File: config.mk
export PLATFORM = sky130hd
export DESIGN_NAME = pwm_fader
export DESIGN_NICKNAME = d
export VERILOG_FILES = /design/src/rtl/pwm_fader.sv
export SDC_FILE = /design/constraint.sdc
export NUM_CORES = 1
export LEC_CHECK = 0
export CAP_MARGIN = 10
export CELL_PAD_IN_SITES_DETAIL_PLACEMENT = 1
export CELL_PAD_IN_SITES_GLOBAL_PLACEMENT = 2
export CORE_ASPECT_RATIO = 2
export CORE_UTILIZATION = 30
export DETAILED_ROUTE_END_ITERATION = 10
export DONT_BUFFER_PORTS = 1
export PLACE_DENSITY = 0.65
export SLEW_MARGIN = 10
export SYNTH_ARGS = -nofsm -noshare
export SYNTH_HDL_FRONTEND = slang
export SYNTH_SLANG_ARGS = --single-unit
File: constraint.sdc
create_clock -name clk -period 10 [get_ports clk]
set_input_delay 1 -clock clk [delete_from_list [all_inputs] [get_ports clk]]
set_output_delay 1 -clock clk [all_outputs]
set_load 0.01 [all_outputs]
File: src/rtl/pwm_fader.sv
// rtl/pwm_fader.sv - Duty-cycle ramp generator that steps a PWM value toward a target once per N periods.
// Steps are taken only on sync rising edges, so value_out stays constant across whole PWM periods.
module pwm_fader #(
  parameter int WIDTH = 8,
  parameter int INIT  = 0
) (
  input  logic             clk,
  input  logic             rst,
  input  logic             sync,
  input  logic [WIDTH-1:0] target,
  input  logic [WIDTH-1:0] step,
  input  logic [7:0]       interval,
  input  logic             target_valid,
  output logic             target_ready,
  input  logic             abort,
  output logic [WIDTH-1:0] value_out,
  output logic             busy,
  output logic             done
);

  localparam logic [WIDTH-1:0] LP_INIT = WIDTH'(INIT);
  localparam logic [WIDTH-1:0] LP_ONE  = WIDTH'(1);

  typedef enum logic [1:0] {S_IDLE, S_UP, S_DOWN} state_t;

  state_t           r_state;
  logic             r_sync_d;
  logic [7:0]       r_cnt;
  logic [7:0]       r_interval;
  logic [WIDTH-1:0] r_target;
  logic [WIDTH-1:0] r_step;
  logic [WIDTH-1:0] r_value;
  logic             r_done;

  logic             w_tick;
  logic [7:0]       w_cnt_inc;
  logic [WIDTH:0]   w_sum;
  logic [WIDTH:0]   w_diff;
  logic             w_up_hit;
  logic             w_dn_hit;

  assign w_tick    = sync & ~r_sync_d;
  assign w_cnt_inc = r_cnt + 8'd1;
  // One extra bit makes overshoot past the top and underflow past zero both visible.
  assign w_sum     = {1'b0, r_value} + {1'b0, r_step};
  assign w_diff    = {1'b0, r_value} - {1'b0, r_step};
  assign w_up_hit  = (w_sum >= {1'b0, r_target});
  assign w_dn_hit  = w_diff[WIDTH] || (w_diff[WIDTH-1:0] <= r_target);

  assign target_ready = (r_state == S_IDLE);
  assign busy         = (r_state == S_UP) || (r_state == S_DOWN);
  assign value_out    = r_value;
  assign done         = r_done;

  always_ff @(posedge clk or posedge rst) begin
    if (rst) begin
      r_state    <= S_IDLE;
      r_sync_d   <= 1'b1;
      r_cnt      <= 8'd0;
      r_interval <= 8'd1;
      r_target   <= LP_INIT;
      r_step     <= LP_ONE;
      r_value    <= LP_INIT;
      r_done     <= 1'b0;
    end else begin
      r_sync_d <= sync;
      r_done   <= 1'b0;
      case (r_state)
        S_IDLE: begin
          if (target_valid) begin
            r_target   <= target;
            r_step     <= (step == '0) ? LP_ONE : step;
            r_interval <= (interval == 8'd0) ? 8'd1 : interval;
            r_cnt      <= 8'd0;
            if (target > r_value)      r_state <= S_UP;
            else if (target < r_value) r_state <= S_DOWN;
            else                       r_done  <= 1'b1;
          end
        end
        S_UP, S_DOWN: begin
          // Abort takes priority over a coincident step, leaving value_out untouched.
          if (abort) begin
            r_state <= S_IDLE;
          end else if (w_tick) begin
            if (w_cnt_inc == r_interval) begin
              r_cnt <= 8'd0;
              if (r_state == S_UP) begin
                if (w_up_hit) begin
                  r_value <= r_target;
                  r_state <= S_IDLE;
                  r_done  <= 1'b1;
                end else begin
                  r_value <= w_sum[WIDTH-1:0];
                end
              end else begin
                if (w_dn_hit) begin
                  r_value <= r_target;
                  r_state <= S_IDLE;
                  r_done  <= 1'b1;
                end else begin
                  r_value <= w_diff[WIDTH-1:0];
                end
              end
            end else begin
              r_cnt <= w_cnt_inc;
            end
          end
        end
        default: r_state <= S_IDLE;
      endcase
    end
  end

endmodule

======== Word-level counts from Yosys, hierarchy flattened ========
Index checks and enable logic that the tools add are counted.
storage, ports and cells
  flip-flop bits (word level) ............. 44
  output and inout port bits .............. 11
operators by class
  add/subtract/negate cells ............... 3
  reduce and logical (&&, ||, !) cells .... 11
  $lt $le $gt $ge ......................... 4
  bitwise gates (word level) .............. 3
  equality and inequality tests ........... 11
  multiplexer cells ....................... 30
operators by type and width
  operator                                              number
  2-to-1 mux 8 bit                                      9
  2-to-1 mux 2 bit                                      9
  zero test 8 bit                                       2
  one-hot mux 8 bit (2 select lines)                    1
  adder 8 x 8 -> 9 bit                                  1
  >= comparator 9 x 8 -> 1 bit                          1
  2-to-1 mux 1 bit                                      9
  subtractor 8 x 8 -> 9 bit                             1
  adder 8 x 1 -> 8 bit (second input constant)          1
  equality test 8 bit                                   1
  greater-than comparator 8 bit                         1
  less-or-equal comparator 8 bit                        1
  less-than comparator 8 bit                            1
  != test 4 bit (second input constant)                 2
  AND reduction 4 bit                                   2
  != test 2 bit (second input constant)                 3
  != test 3 bit (second input constant)                 2
  AND reduction 6 bit                                   1
  one-hot mux 2 bit (2 select lines)                    1
  != test 3 x 1 -> 1 bit (second input constant)        1
  equality test 2 x 1 -> 1 bit (second input constant)  1
  equality test 2 bit (second input constant)           1
  zero test 2 bit                                       1
  logical OR 1 bit                                      2
  other kinds (6)                                       7

======== Longest topological paths before layout ========
Gate-level depths: netlist of the first run.
  depth after elaboration ................. 9
  mapped depth ............................ 18
  gate-level depth less buffers ........... 16

======== Worst setup path before layout of the first run ========
OpenSTA, ideal clock, no wires.
  kind .................................... register to register
  start point ............................. register r_value[0] (netlist: value_out[0])
  end point ............................... register r_value[4] (netlist: value_out[4])
  cell stages (with the launch flop) ...... 17
  buffers on the path ..................... 1
  slack ................................... 6.346 ns
  library setup time ...................... 0.129 ns
  arrival time ............................ 3.525 ns
  cell sequence ........................... dfrtp_1 > ha_1 > fa_1 > nor2b_1 > o211ai_1 > a21oi_1 > nor2_1 > xnor2_1 > ha_1 > a211oi_1 > o21ai_0 > o221a_2 > nor3_1 > clkbuf_1 > nor3_1 > a221oi_1 > o21ai_0
on the way
  longest elaborated chain between the ends .. 5
RTL lines
  what                            RTL line  RTL
  start, declared                 32        logic [WIDTH-1:0] r_value;
  start signal, assigned          89        r_value <= r_target;
  start signal, assigned          93        r_value <= w_sum[WIDTH-1:0];
  start signal, assigned          97        r_value <= r_target;
  subtractor 8 x 8 -> 9 bit       46        assign w_diff = {1'b0, r_value} - {1'b0, r_step};
  less-or-equal comparator 8 bit  48        assign w_dn_hit = w_diff[WIDTH] || (w_diff[WIDTH-1:0] <= r_target);
  logical OR 1 bit                48
  2-to-1 mux 8 bit                96        if (w_dn_hit) begin
  2-to-1 mux 8 bit *              87        if (r_state == S_UP) begin
Every way passes the cells marked *; elsewhere a longest branch is shown, timed or not.
A chain may end at the register's enable or synchronous reset.

======== Final worst setup path of the first run ========
  start point ............................. register r_value[2] (netlist: value_out[2])
  end point ............................... register r_value[7] (netlist: value_out[7])
The elaborated chain is that of the path after synthesis.

==> flow_summary.yaml, run 1 <==
cts:
  root_buffer: "clkbuf_16"
  path_clk_slew_ps: 70
  cts_resized: 0
  clk_latency_ps: 290
  cts_tree: "built"
  cts_buffer_depth: 2
  cts_hold_buf: 0
  htreeDepth: 2
  cts_buffers: 5
  post_cts_buffers: 0
  clock_sinks: 44
power:
  p_sw_mw: 0.585
  seq_power_share: 0.237
  peakVddDrop_mv: 0.112
  switching_share: 0.481
  p_leak_nw: 1.66
  p_int_mw: 0.632
  power.share.clock: 0.142
  powerDensity_nw_per_um2: 318
  p_comb_frac: 0.621
floorplanning:
  num_rows: 55
  io_pins: 40
  die_w_um: 78.6
  die_area_um2: 12200
  initial_core_util: 0.310
  die_h_um: 155
  core-area_um2: 11400
place:
  gp_congestion: 0.842
  dp_hpwl_mm: 9.13
  port_buffers: 0
global_routing:
  use_met3: 0.0211
  grt_pass1_wl_mm: 17.8
  grtUsageMet1: 0.184
  grt_usage: 0.198
  gr-total-overflow: 0
  use_met2: 0.389
  antenna_found_initial: 0
  grt.busiest_layer: "met2"
  grt_max_degree: 45
  grt_pass1_vias: 3312
detailed_routing:
  dr.pass1.iters: 4
  route.final.wire_length_mm: 11.1
  ant_nets: 0
  avgRoutedWirePerCell_um: 20.3
  first_iter_violations: 88
  drc: 0
  viasPerCell: 5.42
  routed-via-count: 2957
flow_run:
  drv_cap: 0
sta:
  slew_headroom: 0.280
  max_freq_mhz: 233
  worst_pin_slew_ps: 1070
  fin_skew_ps: 7.26
  fin_crit_sh: 0.429
  setup_viol: 0
  slew_viol_final: 0
  finalCriticalPeriod_ps: 4290
  hold_viol: 0
  setup_tns_ps: 0
  rsz0062_at_grt: "false"
logic_synthesis:
  ys_types: 48
  synthSimpleGateAreaFrac: 0.174
  ys_ff_latch: 44
  synth_edf_count: 0
  synthArstFlopShare: 1.00
  syn-num-nets: 482
  synth_top_family_by_area: "compound AO/OA/AOI/OAI gates"
  syn_area_um2: 3520
  synth_top_area_share: 0.291
  synth.avg_cell_area_um2: 8.70
  synth_area_leader_cell: "dfrtp_1"
  yosysWarnings: 0
  synthCells: 405
  synth_fa_ha_area_frac: 0.175
  ys_seq_area_frac: 0.314
  synth_mux_area_frac: 0.0288
  synthXorXnorAreaFrac: 0.0547
  synthTopCellsByArea: "dfrtp_1, ha_1, o21ai_0"
  synth_compound_area_frac: 0.201
  synth_ff_type: "dfrtp_1"
layout:
  utilization: 0.337
  nets: 480
  n_antenna_cell: 0
  drive_gt1_frac: 0.0842
  syn2layout_area_growth_pct: 8.49
worst_setup_path:
  r2r_slack_ps: 5710
  required_ps: 10220
  cp-end-kind: "flip-flop"
  criticalPathCategory: "flip-flop to flip-flop"
  worstSetupStartpointType: "flip-flop"
  crit_fanout: 13
  arrival_ps: 4520
hold_path:
  hold_path.class: "flip-flop to flip-flop"
outcome:
  outcome: "finished clean"
==> logic make-up after synthesis <==
kind of cell             Yosys count
AO/OA/AOI/OAI                    111
XOR/XNOR                          22
adder cells (fa/ha/maj)           48
buffers and inverters             49
flip-flops                        44
multiplexers                       9
AND/OR/NAND/NOR                  122
==> metal layers <==
metal,share of wire,vias to the layer above
met3,0.018,25
met5,0,-
met2,0.58,36
li1,-,1434
met4,0.065,0
met1,0.33,1462
==> sequential cells by signal, indices dropped and copies added, names as in the netlist <==
name and cells:
r_cnt 8, r_target 8, value_out 8, r_step 8
done 1, r_state 2, r_sync_d 1, r_interval 8
==> layout make-up <==
class                      instances  area [um2]
sequential                        44        1100
multi-input combinational        312        2230
tap                              142         178
timing repair buffer               2        15.0
clock inverter                     1        7.51
clock buffer                       7         143
inverter                          38         143
fill                            1355        7530
==> power groups by stage <==
stage / registers [mW] / logic, mW / clock network, mW
2_1_floorplan: 0.277 / 0.543 / 0
3_3_place_gp: 0.292 / 0.739 / 0
3_5_place_dp: 0.294 / 0.761 / 0
4_1_cts: 0.290 / 0.767 / 0.179
5_1_grt: 0.297 / 0.854 / 0.183
6_report: 0.289 / 0.756 / 0.172
==> critical path, cell delays in order (launching register included) <==
cell      delay [ps]
dfrtp_1          480
ha_1             460
o21ai_0          210
a21oi_1           80
or2_2            320
o22ai_1          190
xor2_1           250
inv_1             80
ha_1             310
nand4_1          100
or2_2            140
nand4b_1          90
a21oi_1          780
nor2_1           230
a221o_1          420
o21ai_2          100
==> through the flow <==
| stage | cell area [um2] | setup WS (ps) | cells | hold WS, ps | power (mW) |
|---|---|---|---|---|---|
| 5_1_grt | 3820 | 5360 | 546 | 502 | 1.33 |
| 4_1_cts | 3820 | 5740 | 546 | 491 | 1.24 |
| 6_report | 3820 | 5710 | 546 | 486 | 1.22 |
| 3_5_place_dp | 3670 | 5790 | 538 | 481 | 1.05 |
| 2_1_floorplan | 3520 | 6350 | 405 | 464 | 0.820 |
| 3_3_place_gp | 3670 | 5850 | 538 | 483 | 1.03 |
==> synthesized netlist by cell type, drive strengths merged, types with 3 or more instances <==
cell type  instances
a2111oi            3
a211oi             5
a21o               6
a21oi             22
a221o              3
a221oi             3
a22o               7
clkbuf             9
dfrtp             41
dfstp              3
ha                46
inv               38
mux2               9
nand2             43
nand2b             6
nand3              8
nand4             10
nor2              16
nor2b              5
nor3              13
nor4               3
o211ai             3
o21a               3
o21ai             43
o21bai             3
o22ai              3
or2                7
or3                6
xnor2             16
xor2               6
==> final timing paths <==
check                                          start  cells past startpoint                         to
setup / recovery            value_out[2]$_DFFE_PP0P_                     15   value_out[7]$_DFFE_PP0P_
hold / removal             r_interval[0]$_DFFE_PP1P_                      2  r_interval[0]$_DFFE_PP1P_
setup reg to reg            value_out[2]$_DFFE_PP0P_                     15   value_out[7]$_DFFE_PP0P_
hold reg to reg            r_interval[0]$_DFFE_PP1P_                      2  r_interval[0]$_DFFE_PP1P_
max in group asynchronous                        rst                      1     r_state[1]$_DFFE_PP0P_
min in group asynchronous                        rst                      1  r_interval[3]$_DFFE_PP0P_
==> cells in the final DEF (no fill, tap or decap), types with 2 or more instances in the layout <==
master / instances
a2111oi_0: 2
a211oi_1: 4
a21o_1: 6
a21oi_1: 22
a221o_1: 3
a221oi_1: 3
a22o_1: 7
and2_1: 2
buf_4: 2
clkbuf_16: 5
dfrtp_1: 41
dfstp_2: 3
fa_1: 2
ha_1: 46
inv_1: 37
mux2_2: 9
nand2_1: 43
nand2b_1: 6
nand3_1: 8
nand4_1: 9
nor2_1: 16
nor2b_1: 5
nor3_1: 13
nor4_1: 3
o211ai_1: 3
o21a_1: 3
o21ai_0: 40
o21ai_1: 2
o21bai_1: 3
o22ai_1: 3
or2_2: 7
or3_1: 5
or4_1: 2
xnor2_1: 16
xor2_1: 6
Power figures use the tool's default switching activity.
==> run 2, diff against run 1 <==
- clock period: 10 -> 4.2 ns (I/O delays scaled with it)
==> run 2 against run 1 <==
Utilization is 0.98 points higher. Worst setup slack worse by 5500 ps. Clock power grew to 2.8 times the previous value. Via count is 1.4% higher. Clock skew is 0.99 ps higher. Design area is 2.9% higher. Sequential power is 140% higher. Cell count is 1.5% higher. First-iteration DRC count is 18% higher. Sequential share of layout area is 0.82 points lower. Largest cell class unchanged.
==> flow_summary.yaml, run 2 (synthesis gave the netlist of run 1 again) <==
outcome:
  outcome: "finished clean"
global_routing:
  grt_max_degree: 45
  use_met3: 0.0199
  grt.busiest_layer: "met2"
  antenna_found_initial: 0
  grt_pass1_wl_mm: 18.1
  gr-total-overflow: 0
  grt_usage: 0.200
  use_met2: 0.407
  grtUsageMet1: 0.178
  grt_pass1_vias: 3374
floorplanning:
  num_rows: 55
  die_h_um: 155
  initial_core_util: 0.310
  core-area_um2: 11400
  die_area_um2: 12200
  io_pins: 40
  die_w_um: 78.6
sta:
  hold_viol: 0
  holdWs_ps: 126
  worst_pin_slew_ps: 1000
  max_freq_mhz: 251
  slew_headroom: 0.333
  fin_crit_sh: 0.948
  fin_ws_ps: 219
  fin_skew_ps: 8.26
  slew_viol_final: 0
  setup_viol: 0
  finalCriticalPeriod_ps: 3980
detailed_routing:
  first_iter_violations: 104
  routed-via-count: 2998
  route.final.wire_length_mm: 11.3
  viasPerCell: 5.41
  dr.pass1.iters: 4
  ant_nets: 0
  drc: 0
  avgRoutedWirePerCell_um: 20.5
layout:
  final_cell_mix: "ha_1, nand2_1, dfrtp_1, o21ai_0, inv_1"
  final.fill_count: 1360
  nets: 488
  drive_gt1_frac: 0.114
  finish.instance_area_um2: 3930
  final_common_cell: "ha_1"
  n_antenna_cell: 0
  syn2layout_area_growth_pct: 11.6
worst_setup_path:
  cp-end-kind: "flip-flop"
  arrival_ps: 4160
  required_ps: 4370
  r2r_slack_ps: 220
  worstSetupStartpointType: "flip-flop"
  criticalPathCategory: "flip-flop to flip-flop"
  crit_fanout: 10
place:
  dp_hpwl_mm: 9.35
  port_buffers: 0
  dp_slack_ps: 97.4
  gp_congestion: 0.803
  placed_cell_area_um2: 3720
power:
  peakVddDrop_mv: 0.289
  switching_share: 0.468
  p_comb_frac: 0.612
  power_mw: 3.02
  p_sw_mw: 1.42
  power.share.clock: 0.162
  seq_power_share: 0.226
  powerDensity_nw_per_um2: 768
  p_int_mw: 1.61
  p_leak_nw: 1.73
cts:
  cts_buffer_depth: 2
  htreeDepth: 2
  root_buffer: "clkbuf_16"
  clk_latency_ps: 290
  path_clk_slew_ps: 70
  cts_tree: "built"
  clock_sinks: 44
  cts_buffers: 5
hold_path:
  hold_path.class: "primary input to flip-flop"
flow_run:
  drv_cap: 0
## run 2: cell types whose count changed in the layout (fill, tap and decap cells not counted), sizes merged
| cell | delta |
|---|---|
| bufinv | +1 |
| buf | +8 |
| clkinvlp | -1 |
## run 2: path summary, 6_finish.rpt
path | cells past startpoint | start | end
min | 0 | sync | r_sync_d$_DFF_PP1_
max reg2reg | 16 | value_out[0]$_DFFE_PP0P_ | value_out[5]$_DFFE_PP0P_
max | 16 | value_out[0]$_DFFE_PP0P_ | value_out[5]$_DFFE_PP0P_
min reg2reg | 2 | r_interval[0]$_DFFE_PP1P_ | r_interval[0]$_DFFE_PP1P_
max in group asynchronous | 1 | rst | value_out[5]$_DFFE_PP0P_
min in group asynchronous | 1 | rst | r_interval[3]$_DFFE_PP0P_
## run 2: final cells by class
| type | instances | area [um2] | share of cell area |
|---|---|---|---|
| multi-input cells | 312 | 2250 | 0.572 |
| flip-flops and latches | 44 | 1100 | 0.281 |
| well taps | 142 | 178 | 0.0452 |
| clock buffers | 7 | 153 | 0.0388 |
| inverters | 38 | 143 | 0.0363 |
| repair buffers | 10 | 75.1 | 0.0191 |
| clock inverters | 1 | 30.0 | 0.00763 |
## run 2: stage by stage
| step | instances | utilization | setup TNS, ps |
|---|---|---|---|
| 2_1_floorplan | 405 | - | 0 |
| 3_3_place_gp | 544 | 0.327 | 0 |
| 3_5_place_dp | 544 | 0.327 | 0 |
| 4_1_cts | 552 | 0.343 | 0 |
| 5_1_grt | 554 | 0.346 | -10.5 |
| 6_report | 554 | 0.346 | 0 |
## run 2: metal layers
layer	share of wire	wire, um
met2	0.60	6780
met5	0	0
met1	0.33	3690
met3	0.013	149
met4	0.064	726
## run 2: power by group through the flow
stage / Combinational, mW / Clock [mW] / Sequential [mW]
after CTS: 1.84 / 0.505 / 0.687
after floorplan: 1.29 / 0 / 0.660
after global routing: 2.07 / 0.520 / 0.707
after detailed placement: 1.83 / 0 / 0.696
after global placement: 1.78 / 0 / 0.692
final: 1.85 / 0.489 / 0.684
## run 2: what timing repair did
action	CTS	global route
hold buffers	0	0
resized for setup	0	4
endpoints found under the setup margin	0	8
buffers inserted	0	2
## run 2: worst max-delay path: stages, from the launching register on
cell and delay, ps:
dfrtp_1 410, ha_1 240, fa_1 420, nor2b_1 190
o211ai_1 210, a21oi_1 100, nor2_1 170, xnor2_2 170
ha_1 300, a211oi_1 230, o21ai_0 110, o221a_2 290
nor3_2 190, buf_4 200, nor3_1 60, a221o_1 300
mux2_2 270
==> run 3, diff against run 2 <==
- CORE_MARGIN: unset -> 8
- CORE_UTILIZATION: 30 -> 25
- PLACE_DENSITY: 0.65 -> 0.56
==> run 3 against run 2 <==
Worst hold slack hardly changed. Flip-flop and latch count stayed put. Register-to-register slack improved by 70 ps. Non-clock buffer count up 3. Design area grew 1.0%. Clock skew shrank 4.4 ps. Clock power decreased by 21%. Critical endpoint unchanged. Largest cell class unchanged. Highest routed layer unchanged.
==> flow_summary.yaml, run 3 (synthesis gave the netlist of run 1 again) <==
power:
  powerDensity_nw_per_um2: 742
  switching_share: 0.479
  p_leak_nw: 1.72
  p_sw_mw: 1.41
  peakVddDrop_mv: 0.224
  power_mw: 2.95
  p_int_mw: 1.54
  p_comb_frac: 0.636
  power.share.clock: 0.132
  seq_power_share: 0.233
detailed_routing:
  route.final.wire_length_mm: 12.0
  dr.pass1.iters: 4
  drc: 0
  viasPerCell: 4.95
  routed-via-count: 2988
  avgRoutedWirePerCell_um: 19.9
  ant_nets: 0
  first_iter_violations: 97
worst_setup_path:
  required_ps: 4370
  cp-end-kind: "flip-flop"
  worstSetupStartpointType: "flip-flop"
  reg2reg_from: "value_out[0]$_DFFE_PP0P_"
  crit_fanout: 6
  criticalPathCategory: "flip-flop to flip-flop"
  crit_start: "value_out[0]$_DFFE_PP0P_"
  arrival_ps: 4090
cts:
  cts_buffer_depth: 2
  cts_tree: "built"
  root_buffer: "clkbuf_16"
  clock_sinks: 44
  cts_buffers: 5
  htreeDepth: 2
  clk_latency_ps: 290
  cts_hold_buf: 0
  path_clk_slew_ps: 60
sta:
  hold_viol: 0
  holdWs_ps: 126
  finalCriticalPeriod_ps: 3910
  slew_viol_final: 0
  worst_pin_slew_ps: 1070
  max_freq_mhz: 256
  setup_tns_ps: 0
  fin_skew_ps: 3.84
  rsz0062_at_grt: "false"
  fin_crit_sh: 0.932
  fin_ws_ps: 286
  setup_viol: 0
  slew_headroom: 0.278
global_routing:
  grt_pass1_wl_mm: 19.1
  antenna_found_initial: 0
  grt_max_degree: 45
  gr-total-overflow: 0
  grt_pass1_vias: 3507
  grt_usage: 0.138
place:
  dp_hpwl_mm: 10.3
  port_buffers: 0
  gp_congestion: 0.822
  dp_slack_ps: 233
floorplanning:
  num_rows: 61
  die_h_um: 184
  initial_core_util: 0.255
  core-area_um2: 13800
  die_area_um2: 18400
  io_pins: 40
  die_w_um: 99.9
layout:
  syn2layout_area_growth_pct: 12.8
  nets: 491
  n_antenna_cell: 0
  final_cell_mix: "ha_1, nand2_1, dfrtp_1, o21ai_0, inv_1"
  final_common_cell: "ha_1"
  utilization: 0.288
  drive_gt1_frac: 0.113
  final.fill_count: 1639
flow_run:
  drv_cap: 0
hold_path:
  hold_start: "sync"
  hold_path.class: "primary input to flip-flop"
outcome:
  outcome: "finished clean"
run 3: cell count changes in the layout (fill, tap and decap cells not counted), sizes merged:
cell / previous run / this run
buf: 10 / 13
bufinv: 1 / 0
clkinv: 0 / 1
run 3: worst paths after layout:
| check | to | slack [ps] | cells after the start |
|---|---|---|---|
| max in group asynchronous | value_out[6]$_DFFE_PP0P_ | 3330 | 1 |
| worst max-delay path | value_out[5]$_DFFE_PP0P_ | 290 | 16 |
| worst max register to register | value_out[5]$_DFFE_PP0P_ | 290 | 16 |
| worst min-delay path | r_sync_d$_DFF_PP1_ | 130 | 0 |
| worst min register to register | r_interval[0]$_DFFE_PP1P_ | 490 | 2 |
| min in group asynchronous | r_interval[2]$_DFFE_PP0P_ | 250 | 1 |
run 3: cell type report:
| class | instances | area, um2 | area share |
|---|---|---|---|
| inverters | 38 | 143 | 0.0359 |
| multi-input cells | 312 | 2240 | 0.564 |
| flip-flops and latches | 44 | 1100 | 0.278 |
| well taps | 189 | 236 | 0.0595 |
| repair buffers | 13 | 110 | 0.0277 |
| clock buffers | 7 | 133 | 0.0334 |
| clock inverters | 1 | 5.00 | 0.00126 |
run 3: routing by layer:
metal  routed length (um)  track usage
met4                  552       0.0750
met3                  208       0.0163
met2                 7540        0.295
met5                    0            0
met1                 3710        0.112
run 3: what timing repair did:
item                                   4_1_cts  5_1_grt
endpoints found under the hold margin        0        0
setup endpoints to repair                    0        5
gates resized for setup                      0        3
buffers inserted                             0        1
run 3: critical path, stage by stage (launching register included):
cell and delay [ps]:
dfrtp_1 400, ha_1 240, fa_1 400, nor2b_2 190, o211ai_1 180, a21oi_1 90
nor2_1 120, xnor2_1 190, ha_1 320, a211oi_1 230, o21ai_0 110, o221a_2 290
nor3_1 210, buf_4 190, nor3_1 60, a221o_1 280, mux2_2 260
run 3: power groups by stage:
stage	clock [mW]	combinational [mW]	sequential, mW
2_1_floorplan	0	1.29	0.660
3_3_place_gp	0	1.84	0.693
5_1_grt	0.416	2.13	0.706
3_5_place_dp	0	1.87	0.698
4_1_cts	0.406	1.88	0.690
6_report	0.388	1.87	0.686
run 3: metrics by stage:
| stage | std cells | area, um2 |
|---|---|---|
| 2_1_floorplan | 405 | 3520 |
| 3_3_place_gp | 595 | 3810 |
| 3_5_place_dp | 595 | 3810 |
| 4_1_cts | 603 | 3940 |
| 5_1_grt | 604 | 3970 |
| 6_report | 604 | 3970 |
==> patch (settings of run 3) <==
Set the parameter `WIDTH` to 6 (it was 8).
--- a/src/rtl/pwm_fader.sv
+++ b/src/rtl/pwm_fader.sv
@@ -1,7 +1,7 @@
 // rtl/pwm_fader.sv - Duty-cycle ramp generator that steps a PWM value toward a target once per N periods.
 // Steps are taken only on sync rising edges, so value_out stays constant across whole PWM periods.
 module pwm_fader #(
-  parameter int WIDTH = 8,
+  parameter int WIDTH = 6,
   parameter int INIT  = 0
 ) (
   input  logic             clk,
Interface: changed (resized step, target and value_out); port bits go from 40 to 34. The function was not compared with the original's and may differ.
==> patch against run 3 <==
- power shrank 0.68%
- synthesized cell count shrank 21%
- cell area shrank 15%
- clock skew grew 2.9 ps
- area after synthesis shrank 15%
- critical path depth shrank 3
- sequential cell count shrank 6
- worst setup slack lost 130 ps
- wire length shrank 17%
- count of clock-buffer cells in the layout shrank 2
- non-clock buffer count shrank 7
- first-iteration DRC count shrank 58%
- highest routed layer unchanged
- fmax shrank 3.3%
==> patch: results (changes against run 3) <==
Outcome
  • Status: completed

Setup path
  • CP top delay family: compound AO/OA/AOI/OAI gates
  • Slowest CP cell: o311ai_1
  • Crit-path max cell delay: 610 ps (+210 ps)
  • Critical path arrival: 4230 ps (+140 ps)
  • R2r worst-path depth: 13 (-3)
  • Worst R2R Setup Slack: 150 ps (-130 ps)
  • Crit path max fanout: 6 (unchanged)

Timing
  • Final worst clock skew: 6.718 ps (+2.877 ps)
  • Fmax: 247.1 MHz (-3.3%)
  • Worst Tran Pin Value: 678.8 ps (-394.3 ps)

Power
  • Pleak: 0.001541 µW (-10%)
  • Peak VDD IR: 0.2415 mV (+8.0%)

Clock tree
  • H-Tree Depth: 2 (unchanged)
  • CTS root buf: clkbuf_16
  • CTS buffer count: 5 (unchanged)
  • Clk slew on worst S/H paths: 70 ps
  • Worst-skew pair later-pin latency: 290 ps (about the same)
  • CTS max path bufs: 2 (unchanged)
  • Post-CTS setup buffer count: 0 (unchanged)

Synthesis
  • Ranking of synthesized cells by area: dfrtp_1 29%, ha_1 15%, mux2_2 6.8%
  • Async SR Flop Fraction: 1.000 (unchanged)
  • Yosys warning total: 0 (unchanged)
  • Syn nets: 384 (-20%)
  • Post-synth cell types: 54 (+13%)
  • Most common library cells after synthesis: 36 x ha_1, 35 x dfrtp_1, 30 x inv_1
  • Post-synthesis sequential area ratio: 0.3184 (+0.004882)

GRT
  • GRT Resource Usage Total: 0.1322 (-0.005673)
  • Initial antenna violation count: 1 (+1)
  • First-pass GRT wire length: 15730 µm (-18%)
  • Vias in the first global route: 2751 (-22%)
  • Pin count of the biggest net entering global routing: 39 (-13%)

Min path
  • Hold depth: 0 (unchanged)
  • HP Class: input pin to flip-flop

Finish
  • # fillers: 1342 (-18%)
  • Share of layout cells above drive strength 1: 0.1402 (+0.02699)
  • Largest regs: r_cnt x8, r_interval x8
  • Final #Nets: 390 (-21%)
  • Fin area: 0.003387 mm² (-15%)

Place
  • Buffers added on ports: 0 (unchanged)
  • Dpl cell area: 0.003188 mm² (-16%)
  • Pre-CTS setup slack: -90.69 ps (-323.8 ps)
  • Dpl hpwl: 8131 µm (-21%)
  • GPL Wtd Cong: 0.8817 (+7.3%)

Route
  • Drt initial violations: 41 (-58%)
  • Via density: 5.038 (+1.8%)
  • Routed wire length: 9956 µm (-17%)
  • Drt pass-1 iters: 3 (-1)
patch: layout make-up:
class / instances / share of cell area
multi-input combinational: 246 / 0.5593
sequential: 38 / 0.2819
tap: 145 / 0.05356
clock buffer: 5 / 0.03694
inverter: 30 / 0.03325
clock inverter: 3 / 0.02032
timing repair buffer: 6 / 0.01330
antenna: 2 / 0.001478
patch: logic make-up after synthesis:
logic type / synth area share
DFF: 0.3184
and+or+nand+nor: 0.1678
buffers and inverters: 0.04967
xor gates and xnor gates: 0.03506
AOI/OAI and AO/OA: 0.1878
adders and majority gates: 0.1636
muxes: 0.07763
patch: metrics by stage:
| stage | hold WS, ps | std cells | total power, µW |
|---|---|---|---|
| 2_1_floorplan | 424.5 | 321 | 1867 |
| 3_3_place_gp | 424.8 | 465 | 2422 |
| 3_5_place_dp | 424.9 | 465 | 2453 |
| 4_1_cts | 114.2 | 473 | 2990 |
| 5_1_grt | 113.3 | 475 | 3194 |
| 6_report | 127.0 | 475 | 2929 |
patch: repair_timing:
action | CTS | global route
hold buffers | 0 | 0
hold endpoints to repair | 0 | 0
setup endpoints to repair | 2 | 0
resized for setup | 1 | 0
patch: power breakdown:
group | leakage [µW] | switching [µW] | internal, µW
clock network | 0.0000940 | 177 | 342
logic | 0.000988 | 1020 | 742
registers | 0.000459 | 144 | 503
total | 0.00154 | 1340 | 1590
patch: final timing paths:
path                                           start                        end
setup / recovery            value_out[1]$_DFFE_PP0P_   value_out[0]$_DFFE_PP0P_
hold / removal                                  sync         r_sync_d$_DFF_PP1_
setup reg to reg            value_out[1]$_DFFE_PP0P_   value_out[0]$_DFFE_PP0P_
hold reg to reg            r_interval[0]$_DFFE_PP1P_  r_interval[0]$_DFFE_PP1P_
max in group asynchronous                        rst         r_sync_d$_DFF_PP1_
min in group asynchronous                        rst      r_step[4]$_DFFE_PP0P_
patch: worst register-to-register path: cells and delay by family, from the launching register on:
family,cells,cell delay [ps]
AOI/OAI and AO/OA,6,1640
and+or+nand+nor,5,1080
DFF,1,500
adders and majority gates,2,720
patch: routing by layer:
metal	GRT usage	wire length (µm)	up-vias
met5	0	0	-
li1	-	-	1166
met3	0.02414	254	16
met1	0.1082	3084	1182
met4	0.07203	433	0
met2	0.2748	6183	29
